### src/rtl/sdram_arb_pkg.sv
// Shared types and widths for the SDRAM command-port arbiter.
// Used by the arbiter FSM and its refresh scheduler.
package sdram_arb_pkg;

  localparam int ADDR_W = 24;
  localparam int DATA_W = 16;

  localparam logic [2:0] ST_IDLE    = 3'd0;
  localparam logic [2:0] ST_GNT_RD  = 3'd1;
  localparam logic [2:0] ST_WAIT_RD = 3'd2;
  localparam logic [2:0] ST_GNT_WR  = 3'd3;
  localparam logic [2:0] ST_REFRESH = 3'd4;

  typedef enum logic [2:0] {
    S_IDLE    = ST_IDLE,
    S_GNT_RD  = ST_GNT_RD,
    S_WAIT_RD = ST_WAIT_RD,
    S_GNT_WR  = ST_GNT_WR,
    S_REFRESH = ST_REFRESH
  } state_t;

endpackage

### src/rtl/sdram_refresh_sched.sv
// Refresh interval timer and saturating count of owed refreshes.
// force_ref flags that the refresh backlog may no longer be deferred.
module sdram_refresh_sched
  import sdram_arb_pkg::*;
#(
  parameter int unsigned REFI_CYCLES = 1040,
  parameter int unsigned MAX_PEND    = 8,
  parameter int unsigned FORCE_PEND  = 6
) (
  input  logic       clk,
  input  logic       rst,
  input  logic       ref_ack,
  output logic [3:0] pend,
  output logic       force_ref
);

  localparam int CW = $clog2(REFI_CYCLES);

  logic [CW-1:0] cnt;
  logic          wrap;
  logic          inc;
  logic          dec;

  assign wrap = (cnt == CW'(REFI_CYCLES - 1));
  assign inc  = wrap && (pend != 4'(MAX_PEND));
  assign dec  = ref_ack && (pend != 4'd0);

  assign force_ref = (pend >= 4'(FORCE_PEND));

  always_ff @(posedge clk or posedge rst) begin
    if (rst) begin
      cnt  <= '0;
      pend <= '0;
    end else begin
      cnt <= wrap ? '0 : cnt + 1'b1;
      // a wrap and an ack together cancel out
      if (wrap && dec) begin
        pend <= pend;
      end else if (inc) begin
        pend <= pend + 4'd1;
      end else if (dec) begin
        pend <= pend - 4'd1;
      end
    end
  end

endmodule

### src/rtl/sdram_req_arbiter.sv
// Arbitrates QSPI reads, USB writes and auto-refresh onto one
// SDRAM command port; reads have priority, writes are anti-starved.
module sdram_req_arbiter
  import sdram_arb_pkg::*;
#(
  parameter int unsigned REFI_CYCLES   = 1040,
  parameter int unsigned MAX_PEND      = 8,
  parameter int unsigned FORCE_PEND    = 6,
  parameter int unsigned MAX_RD_STREAK = 16
) (
  input  logic              clk,
  input  logic              rst,
  input  logic [ADDR_W-1:0] rd_addr,
  input  logic              rd_avalid,
  output logic              rd_aready,
  output logic [DATA_W-1:0] rd_data,
  output logic              rd_valid,
  input  logic              rd_ready,
  input  logic [ADDR_W-1:0] wr_addr,
  input  logic [DATA_W-1:0] wr_data,
  input  logic              wr_valid,
  output logic              wr_ready,
  input  logic              forbid_refresh,
  output logic              mem_valid,
  input  logic              mem_ready,
  output logic              mem_we,
  output logic [ADDR_W-1:0] mem_addr,
  output logic [DATA_W-1:0] mem_wdata,
  input  logic [DATA_W-1:0] mem_rdata,
  input  logic              mem_rvalid,
  output logic              mem_rready,
  output logic              ref_req,
  input  logic              ref_ack,
  output logic [3:0]        pend_cnt
);

  localparam int SW = $clog2(MAX_RD_STREAK + 1);

  state_t        state;
  logic [SW-1:0] streak;
  logic [3:0]    pend;
  logic          force_ref;
  logic          go_ref;
  logic          wr_first;

  sdram_refresh_sched #(
    .REFI_CYCLES(REFI_CYCLES),
    .MAX_PEND   (MAX_PEND),
    .FORCE_PEND (FORCE_PEND)
  ) u_sched (
    .clk      (clk),
    .rst      (rst),
    .ref_ack  (ref_ack),
    .pend     (pend),
    .force_ref(force_ref)
  );

  assign pend_cnt = pend;
  assign go_ref   = force_ref || ((pend != 4'd0) && !forbid_refresh);
  assign wr_first = wr_valid && (streak >= SW'(MAX_RD_STREAK));

  always_ff @(posedge clk or posedge rst) begin
    if (rst) begin
      state  <= S_IDLE;
      streak <= '0;
    end else begin
      unique case (state)
        S_IDLE: begin
          if (go_ref) begin
            state <= S_REFRESH;
          end else if (wr_first) begin
            state <= S_GNT_WR;
          end else if (rd_avalid) begin
            state <= S_GNT_RD;
          end else if (wr_valid) begin
            state <= S_GNT_WR;
          end
        end
        S_GNT_RD: begin
          if (rd_avalid && mem_ready) begin
            state <= S_WAIT_RD;
            if (streak != SW'(MAX_RD_STREAK)) begin
              streak <= streak + 1'b1;
            end
          end
        end
        S_WAIT_RD: begin
          if (mem_rvalid && rd_ready) begin
            state <= S_IDLE;
          end
        end
        S_GNT_WR: begin
          if (wr_valid && mem_ready) begin
            state  <= S_IDLE;
            streak <= '0;
          end
        end
        S_REFRESH: begin
          if (ref_ack) begin
            state <= S_IDLE;
          end
        end
        default: state <= S_IDLE;
      endcase
    end
  end

  // grant-state pass-throughs; idle states drive all zeros
  always_comb begin
    mem_valid  = 1'b0;
    mem_we     = 1'b0;
    mem_addr   = '0;
    mem_wdata  = '0;
    rd_aready  = 1'b0;
    wr_ready   = 1'b0;
    rd_data    = '0;
    rd_valid   = 1'b0;
    mem_rready = 1'b0;
    ref_req    = 1'b0;
    unique case (state)
      S_GNT_RD: begin
        mem_valid = rd_avalid;
        mem_addr  = rd_addr;
        rd_aready = mem_ready;
      end
      S_WAIT_RD: begin
        rd_data    = mem_rdata;
        rd_valid   = mem_rvalid;
        mem_rready = rd_ready;
      end
      S_GNT_WR: begin
        mem_valid = wr_valid;
        mem_we    = 1'b1;
        mem_addr  = wr_addr;
        mem_wdata = wr_data;
        wr_ready  = mem_ready;
      end
      S_REFRESH: ref_req = 1'b1;
      default: ;
    endcase
  end

endmodule

### config.mk
export PLATFORM = sky130hd
export DESIGN_NAME = sdram_req_arbiter
export DESIGN_NICKNAME = d
export VERILOG_FILES = /design/src/rtl/sdram_arb_pkg.sv /design/src/rtl/sdram_refresh_sched.sv /design/src/rtl/sdram_req_arbiter.sv
export SDC_FILE = /design/constraint.sdc
export NUM_CORES = 1
export LEC_CHECK = 0
export CAP_MARGIN = 10
export CORE_MARGIN = 1.5
export CORE_UTILIZATION = 34
export DETAILED_ROUTE_END_ITERATION = 16
export PLACE_DENSITY = 0.79
export REMOVE_ABC_BUFFERS = 1
export SYNTH_ARGS = -nofsm -noshare
export SYNTH_HDL_FRONTEND = slang
export SYNTH_HIERARCHICAL = 1
export SYNTH_SLANG_ARGS = --single-unit
### constraint.sdc
create_clock -name clk -period 3.4 [get_ports clk]
set_clock_uncertainty 0.15 [all_clocks]
set_input_delay 0.34 -clock clk [delete_from_list [all_inputs] [get_ports clk]]
set_output_delay 0.34 -clock clk [all_outputs]
set_load 0.1 [all_outputs]
==> qor.csv, run 1 <==
metric;value;unit
Core ar.;0.00585;sq mm
overall via count from detail_route;2253;
Critical Path End Type;flop;
HPWL after detailed placement;5800;um
drt total wl;7030;um
Tot GR Track Use;21.8;%
# Post-CTS Setup Buffers;0;
Peak supply drop;0.000531;V
commonest non-fill, non-tap cell in the layout;clkdlybuf4s50_1;
Worst Path Arrival;2.67;ns
setup ws final;0.762;ns
initial cell density of the core;34.8;%
unrepaired setup endpoints after global routing;no;
maximum root-to-sink buffer count;2;
Slew headroom;35.9;%
die area;0.00646;sq mm
top-area cell type share of the netlist area;28.3;%
combinational share of power;74.5;%
crit path to;u_sched/pend[3];
sequential fraction of the synthesis area;28.3;%
Total Power;2.46;mW
Clock power frac;6.8;%
Leakage;1.67;nW
Distinct cells, synth;52;
critical path launch point type;flop;
Rows;28;
I/O pin total;156;
Synth area leaders;dfrtp_1 (28%), mux2i_1 (14%), and2_1 (11%);
run status;completed;
fin. max-slew vios;0;
R2R Path Start;u_sched/cnt[7];
number of routed nets with antenna violations;0;
Die Span Y;80.4;um
initial antenna violation count;0;
HP Class;in2async;
gp weighted congestion;0.815;
r2r setup slk;0.76;ns
YS warnings;6;
Clock transition at path regs;0.08;ns
final net count;482;
PD cells;621;mW/mm^2
Async S/R FF share, synth;100;%
most frequent cells in the layout;clkdlybuf4s50_1 (89), buf_12 (37), and2_1 (36), nor2_1 (33), buf_4 (31);
Switch Pwr;1.45;mW
Clk Latency, worst-skew pair;0.26;ns
Setup-failing EPs final;0;
Tmin final;2.64;ns
share of cells above drive strength 1;21.8;%
vias in the first global route;2204;
hold_buf cts;0;
dominant synthesized flop cell;dfrtp_1;
Yosys reg bits;23;
Placement Cell Area;0.00391;sq mm
Mapped Area;0.00204;sq mm
Setup WS pre-CTS;0.810;ns
CTS Sinks;23;
vias per cell;4.89;
DRT Pass-1 Iters;4;
top cell type by total area after synthesis;dfrtp_1;
CTS resizes;0;
Die X;80.4;um
actual slew at the worst max-slew pin;0.958;ns
Worst R2R Path Depth;8;
global-route wire length before repair;10900;um
crit-path max FO;5;
DR WL/cell;15.2;um
Synth Instances;239;
switching share of power;58.9;%
H-tree depth;1;
total grt overflow;0;
number of synthesized flops with an enable pin;0;
Ant. Diodes;0;
CTS tree;done;
Final Hold Violating Endpoints;0;
root buf cell;clkbuf_8;
Crit Reg-Reg Endpoint;u_sched/pend[3];
max_cap viols;0;
PortBufs;155;
Area Overhead vs Synth;94.5;%
Final Cycle Share;77.6;%
critical path required time;3.44;ns
Post-route DRC;0;
Fmax;379;MHz
largest net degree at the start of global routing;30;
total CTS buffers;3;
Flop pwr share;18.7;%
Finished Cell Area;0.00396;sq mm
Worst Setup Path Type;reg2reg;
Int Pwr;1.01;mW
CP startpoint;u_sched/cnt[7];
Initial DRC Count;79;
Avg Inst Size Synth;8.52;sq um
## metal layers
metal	track usage [%]	up-vias	wire (um)
li1	-	1114	-
met1	27.1	1044	2810
met2	38.1	88	3610
met3	5.34	7	528
met4	4.31	0	79
met5	0	-	0
## cells in the mapped netlist, types with 2 or more instances
library cell  number
and3_1             7
nand4_1            3
buf_4              3
and2_1            36
nor4_1             3
o221ai_1           2
nand2_1            8
nor2_1            33
xnor2_1            6
ha_1               5
a21oi_1            8
nand3_1            6
nor3_1             5
a21o_1             2
or3_1              2
xor2_1             6
buf_2              6
o21ai_1            2
inv_1              8
nand2b_1           2
o21ai_0            5
clkbuf_1           2
dfrtp_1           23
mux2i_1           28
## sequential cells by signal, summed over array words and instances (netlist names)
register and flops:
streak 5, u_sched/pend 4, state 3, u_sched/cnt 11
## critical path, stage by stage (launching register included)
cell	delay [ns]
dfrtp_1	0.45
nor4b_2	0.36
and3_1	0.23
nand2_1	0.12
ha_1	0.39
and3_1	0.20
o2111ai_1	0.15
or4_1	0.42
o211ai_1	0.09
## kinds of logic after synthesis
kind of cell	Yosys count	share of synthesized area [%]
AOI/OAI and AO/OA	29	9.83
xor gates and xnor gates	12	5.16
adders and majority gates	6	4.06
buffers and inverters	22	5.41
DFF	23	28.3
muxes	29	14.3
and+or+nand+nor	118	32.9
## final cells by class
class | count | area, sq um
sequential | 23 | 576
multi-input combinational | 194 | 1350
timing repair buffer | 157 | 1860
fill | 476 | 1890
inverter | 8 | 30.0
clock buffer | 4 | 45.0
tap | 75 | 93.8
## power by group through the flow
stage / sequential [mW] / combinational, mW / clock, mW
2_1_floorplan: 0.638 / 1.12 / 0
3_3_place_gp: 0.456 / 1.81 / 0
3_5_place_dp: 0.463 / 1.83 / 0
4_1_cts: 0.459 / 1.84 / 0.174
5_1_grt: 0.482 / 1.92 / 0.186
6_report: 0.461 / 1.83 / 0.167
## through the flow
step,TNS [ns],hold slack (ns),util (%),instances
final,0,0.198,67.7,461
after global routing,0,0.245,67.7,461
after detailed placement,0,0.301,66.9,457
after CTS,0,0.204,67.7,461
after floorplan,-0.366,0.00566,-,225
after global placement,0,0.285,66.9,457
## worst min path at each step
stage / from / endpoint / slack, ns
floorplan: rst / state[0] / 0.006
global placement: u_sched/cnt[0] / u_sched/cnt[0] / 0.28
detailed placement: u_sched/cnt[0] / u_sched/cnt[0] / 0.30
CTS: rst / streak[1] / 0.20
global route: rst / streak[0] / 0.25
finish: rst / streak[1] / 0.20
Note: power is estimated with default switching activity, not from simulation.
==> run 2: changes to the inputs <==
CORE_UTILIZATION = 31   (was 34)
PLACE_DENSITY = 0.76   (was 0.79)
clock period = 2.4 ns   (was 3.4 ns; I/O delays follow)
==> qor.csv, run 2 (same netlist as run 1, synthesis figures left out) <==
metric;value;unit;change
run status;finished, violations left;;
failing checks;setup timing;;
Leakage;1.85;nW;+11%
Largest Register;u_sched/cnt;;
drt total wl;7630;um;+8.6%
total grt overflow;0;;unchanged
final net count;501;;+3.9%
setup_tns;-0.0300;ns;-0.0300 ns
root buf cell;clkbuf_8;;
max_cap viols;0;;unchanged
PortBufs;155;;unchanged
Critical Path End Type;flop;;
die area;0.00706;sq mm;+9.3%
Worst Setup Path Type;reg2reg;;
# fillers;438;;-8.0%
Tot GR Track Use;20.6;%;-1.2 points
Die Span Y;84.0;um;+4.5%
Clock transition at path regs;0.07;ns;about the same
fin util;70.9;%;+3.3 points
largest net degree at the start of global routing;26;;-13%
Fmax;412;MHz;+8.6%
most frequent cells in the layout;clkdlybuf4s50_1 (88), buf_12 (63), and2_1 (36), nor2_1 (33), mux2i_1 (28);;
non-filler cells, final;482;;+4.6%
Initial DRC Count;76;;-3.8%
Finished Cell Area;0.00450;sq mm;+14%
DRT Pass-1 Iters;4;;unchanged
hold_buf cts;0;;unchanged
I/O pin total;156;;unchanged
crit-path max FO;4;;-1
switching share of power;55.4;%;-3.4 points
Clk Latency, worst-skew pair;0.26;ns;about the same
critical path launch point type;flop;;
Peak supply drop;0.00112;V;+110%
Ant. Diodes;0;;unchanged
Rows;29;;+3.6%
final hold slack;0.0960;ns;-0.102 ns
CTS tree;done;;
Placement Cell Area;0.00436;sq mm;+11%
Post-route DRC;0;;unchanged
initial cell density of the core;32.1;%;-2.7 points
Flop pwr share;15.5;%;-3.2 points
Final Cycle Share;101;%;+24 points
Slew headroom;60.5;%;+25 points
Area Overhead vs Synth;121;%;
vias in the first global route;2248;;+2.0%
DR WL/cell;15.8;um;+3.9%
Switch Pwr;2.14;mW;+48%
initial antenna violation count;0;;unchanged
commonest non-fill, non-tap cell in the layout;clkdlybuf4s50_1;;
CTS Sinks;23;;unchanged
number of routed nets with antenna violations;0;;unchanged
Final Hold Violating Endpoints;0;;unchanged
share of cells above drive strength 1;27.9;%;+6.1 points
actual slew at the worst max-slew pin;0.592;ns;-0.366 ns
setup ws final;-0.0300;ns;-0.792 ns
critical path required time;2.42;ns;-1.02 ns
dpl cells;475;;+3.9%
max reg flops;11;;unchanged
HPWL after detailed placement;6260;um;+8.0%
H-tree depth;1;;unchanged
global-route wire length before repair;11800;um;+8.0%
overall via count from detail_route;2368;;+5.1%
combinational share of power;78.7;%;+4.2 points
gp weighted congestion;0.802;;-1.6%
Die X;84.0;um;+4.5%
HP Class;in2async;;
Tmin final;2.43;ns;-0.208 ns
Total Power;3.85;mW;+57%
Int Pwr;1.72;mW;+70%
Core ar.;0.00635;sq mm;+8.5%
Top Registers;u_sched/cnt (11), streak (5), u_sched/pend (4);;
Clock power frac;5.9;%;-0.9 points
maximum root-to-sink buffer count;2;;unchanged
unrepaired setup endpoints after global routing;yes;;
vias per cell;4.91;;+0.53%
total CTS buffers;3;;unchanged
Setup WS pre-CTS;-0.152;ns;-0.963 ns
Worst Path Arrival;2.45;ns;-0.22 ns
fin. max-slew vios;0;;unchanged
Setup-failing EPs final;1;;+1
PD cells;855;mW/mm^2;+38%
[run 2: final timing paths]
| path | to | cells past startpoint | slack [ns] | startpoint |
|---|---|---|---|---|
| hold / removal | streak[4] | 2 | 0.1 | rst |
| max in group asynchronous | u_sched/cnt[7] | 2 | 1.50 | rst |
| setup / recovery | u_sched/pend[3] | 8 | -0.03 | u_sched/cnt[6] |
| setup reg to reg | u_sched/pend[3] | 8 | -0.03 | u_sched/cnt[6] |
| hold reg to reg | u_sched/cnt[0] | 1 | 0.32 | u_sched/cnt[0] |
| min in group clk | u_sched/cnt[0] | 1 | 0.32 | u_sched/cnt[0] |
[run 2: cell type report]
cell class                 instances  area, sq um  area share (%)
clock inverter                     1         5.00           0.111
sequential                        23          576            12.8
clock buffer                       3         41.3           0.917
tap                               77         96.3            2.14
timing repair buffer             176         2330            51.7
inverter                           8         30.0           0.667
multi-input combinational        194         1430            31.6
[run 2: timing repair]
| item | 4_1_cts | 5_1_grt |
|---|---|---|
| resized for setup | 8 | 3 |
| setup buffers | 3 | 0 |
| cloned | 0 | 0 |
| pin swaps | 3 | 1 |
| endpoints found under the setup margin | 1 | 26 |
[run 2: worst max-delay path, cell delays in order (launching register included)]
cell and delay, ns:
dfrtp_1 0.41, nor4b_4 0.31, and3_4 0.25, nand2_4 0.08, ha_4 0.30, and3_4 0.20, o2111ai_4 0.12, or4_1 0.42
o211ai_1 0.10
[run 2: per-layer routing]
metal	vias up	GRT usage, %	share of wire (%)
met4	0	3.58	1.6
met3	14	4.25	6.7
met1	1096	24.6	38
li1	1156	-	-
met5	-	0	0
met2	102	38.2	54
[run 2: power by group through the flow]
stage | clock (mW) | sequential [mW] | combinational, mW
global placement | 0 | 0.588 | 2.91
global route | 0.252 | 0.613 | 3.17
detailed placement | 0 | 0.598 | 2.95
finish | 0.227 | 0.595 | 3.03
floorplan | 0 | 0.904 | 1.59
CTS | 0.234 | 0.591 | 3.01
==> run 3: changes to the inputs <==
PLACE_DENSITY = 0.86   (was 0.76)
==> qor.csv, run 3 (same netlist as run 1, synthesis figures left out) <==
metric;value;unit;change
run status;finished, violations left;;
failing checks;setup timing;;
Finished Cell Area;0.00451;sq mm;about the same
Fmax;405;MHz;-1.6%
Placement Cell Area;0.00435;sq mm;-0.17%
setup ws final;-0.0701;ns;-0.0400 ns
Rows;29;;unchanged
hold_buf cts;0;;unchanged
Tot GR Track Use;21.9;%;+1.3 points
most frequent cells in the layout;clkdlybuf4s50_1 (88), buf_12 (63), and2_1 (36), nor2_1 (33), mux2i_1 (28);;
setup_tns;-0.0701;ns;-0.0400 ns
DRT Pass-1 Iters;4;;unchanged
Initial DRC Count;50;;-34%
Ant. Diodes;0;;unchanged
Setup-failing EPs final;1;;unchanged
commonest non-fill, non-tap cell in the layout;clkdlybuf4s50_1;;
total CTS buffers;3;;unchanged
WP buf/inv;0;;unchanged
PD cells;866;mW/mm^2;+1.2%
Final Hold Violating Endpoints;0;;unchanged
Core ar.;0.00635;sq mm;unchanged
Top Registers;u_sched/cnt (11), streak (5), u_sched/pend (4);;
max reg flops;11;;unchanged
unrepaired setup endpoints after global routing;yes;;
CTS tree;done;;
max_cap viols;0;;unchanged
fin. max-slew vios;0;;unchanged
crit-path max FO;3;;-1
number of routed nets with antenna violations;0;;unchanged
Total Power;3.90;mW;+1.3%
DR WL/cell;16.7;um;+5.4%
dpl cells;474;;-0.21%
initial antenna violation count;0;;unchanged
Peak supply drop;0.00129;V;+16%
Largest Register;u_sched/cnt;;
Clk Latency, worst-skew pair;0.26;ns;about the same
Slew headroom;61.1;%;+0.61 points
maximum root-to-sink buffer count;2;;unchanged
Final Cycle Share;103;%;+1.7 points
H-tree depth;1;;unchanged
critical path's top delay family;simple AND/OR/NAND/NOR gates;;
die area;0.00706;sq mm;unchanged
Die Span Y;84.0;um;unchanged
Die X;84.0;um;unchanged
critical path required time;2.43;ns;about the same
CP max stage cell;or4_4;;
I/O pin total;156;;unchanged
overall via count from detail_route;2441;;+3.1%
vias per cell;5.06;;+3.1%
Worst Setup Path Type;reg2reg;;
Clock transition at path regs;0.08;ns;about the same
Worst path max stage delay;0.45;ns;+0.03 ns
total grt overflow;0;;unchanged
drt total wl;8040;um;+5.4%
Tmin final;2.47;ns;+0.0400 ns
r2r setup slk;-0.07;ns;-0.04 ns
Worst Path Arrival;2.50;ns;+0.05 ns
Critical Path End Type;flop;;
Post-route DRC;0;;unchanged
PortBufs;155;;unchanged
Leakage;1.85;nW;about the same
vias in the first global route;2458;;+9.3%
final hold slack;0.162;ns;+0.0660 ns
Crit path top cell by count;and3_4;;
share of cells above drive strength 1;28.1;%;+0.25 points
global-route wire length before repair;12500;um;+5.7%
largest net degree at the start of global routing;28;;+7.7%
initial cell density of the core;32.1;%;unchanged
HP Class;in2async;;
non-filler cells, final;482;;unchanged
gp weighted congestion;0.856;;+6.7%
crit path cell chain;nor4b_4, and3_4, nand2_4, ha_4, and3_4, o2111ai_4, or4_4, o211ai_1;;
actual slew at the worst max-slew pin;0.583;ns;-0.00907 ns
final net count;501;;unchanged
critical path launch point type;flop;;
Area Overhead vs Synth;121;%;about the same
HPWL after detailed placement;6490;um;+3.6%
root buf cell;clkbuf_8;;
CTS Sinks;23;;unchanged
run 3: cell counts in the layout (fill, tap and decap cells not counted):
No cell type changed its count.
run 3: worst paths after layout:
| kind | start | endpoint | cells after the start |
|---|---|---|---|
| worst max-delay path | u_sched/cnt[7] | u_sched/pend[3] | 8 |
| worst min-delay path | rst | streak[2] | 2 |
| worst max register to register | u_sched/cnt[7] | u_sched/pend[3] | 8 |
| worst min register to register | u_sched/cnt[2] | u_sched/cnt[2] | 1 |
| max in group asynchronous | rst | u_sched/cnt[10] | 2 |
| min in group clk | u_sched/cnt[2] | u_sched/cnt[2] | 1 |
run 3: layout make-up:
class | count | area (sq um)
clock buffer | 3 | 41.3
clock inverter | 1 | 5.00
fill | 416 | 1840
inverter | 8 | 30.0
multi-input combinational | 194 | 1430
sequential | 23 | 576
tap | 77 | 96.3
timing repair buffer | 176 | 2330
run 3: repair_timing:
item                                    in CTS  in global routing
resized for setup                            8                  4
pin swaps                                    3                  3
endpoints found under the hold margin        0                  0
endpoints found under the setup margin       1                  4
buffers inserted                             3                  1
run 3: power breakdown:
group	total, mW	switching [mW]	leakage (nW)	internal, mW
sequential	0.564	0.0877	0.281	0.476
clock	0.235	0.119	0.0255	0.116
combinational	3.10	1.96	1.54	1.14
total	3.90	2.17	1.85	1.73
run 3: metal layers:
metal	share of wire, %	up-vias	GRT usage [%]	routed length, um
li1	-	1159	-	-
met3	5.2	22	3.56	419
met4	3.1	0	7.90	250
met2	54	117	40.4	4380
met5	0	-	0	0
met1	37	1143	25.2	2990
run 3: metrics by stage:
stage | utilization, % | worst slack, ns
2_1_floorplan | - | -1.19
3_3_place_gp | 68.5 | 0.00174
3_5_place_dp | 68.5 | -0.110
4_1_cts | 70.5 | 0.00196
5_1_grt | 71.0 | -0.152
6_report | 71.0 | -0.0701
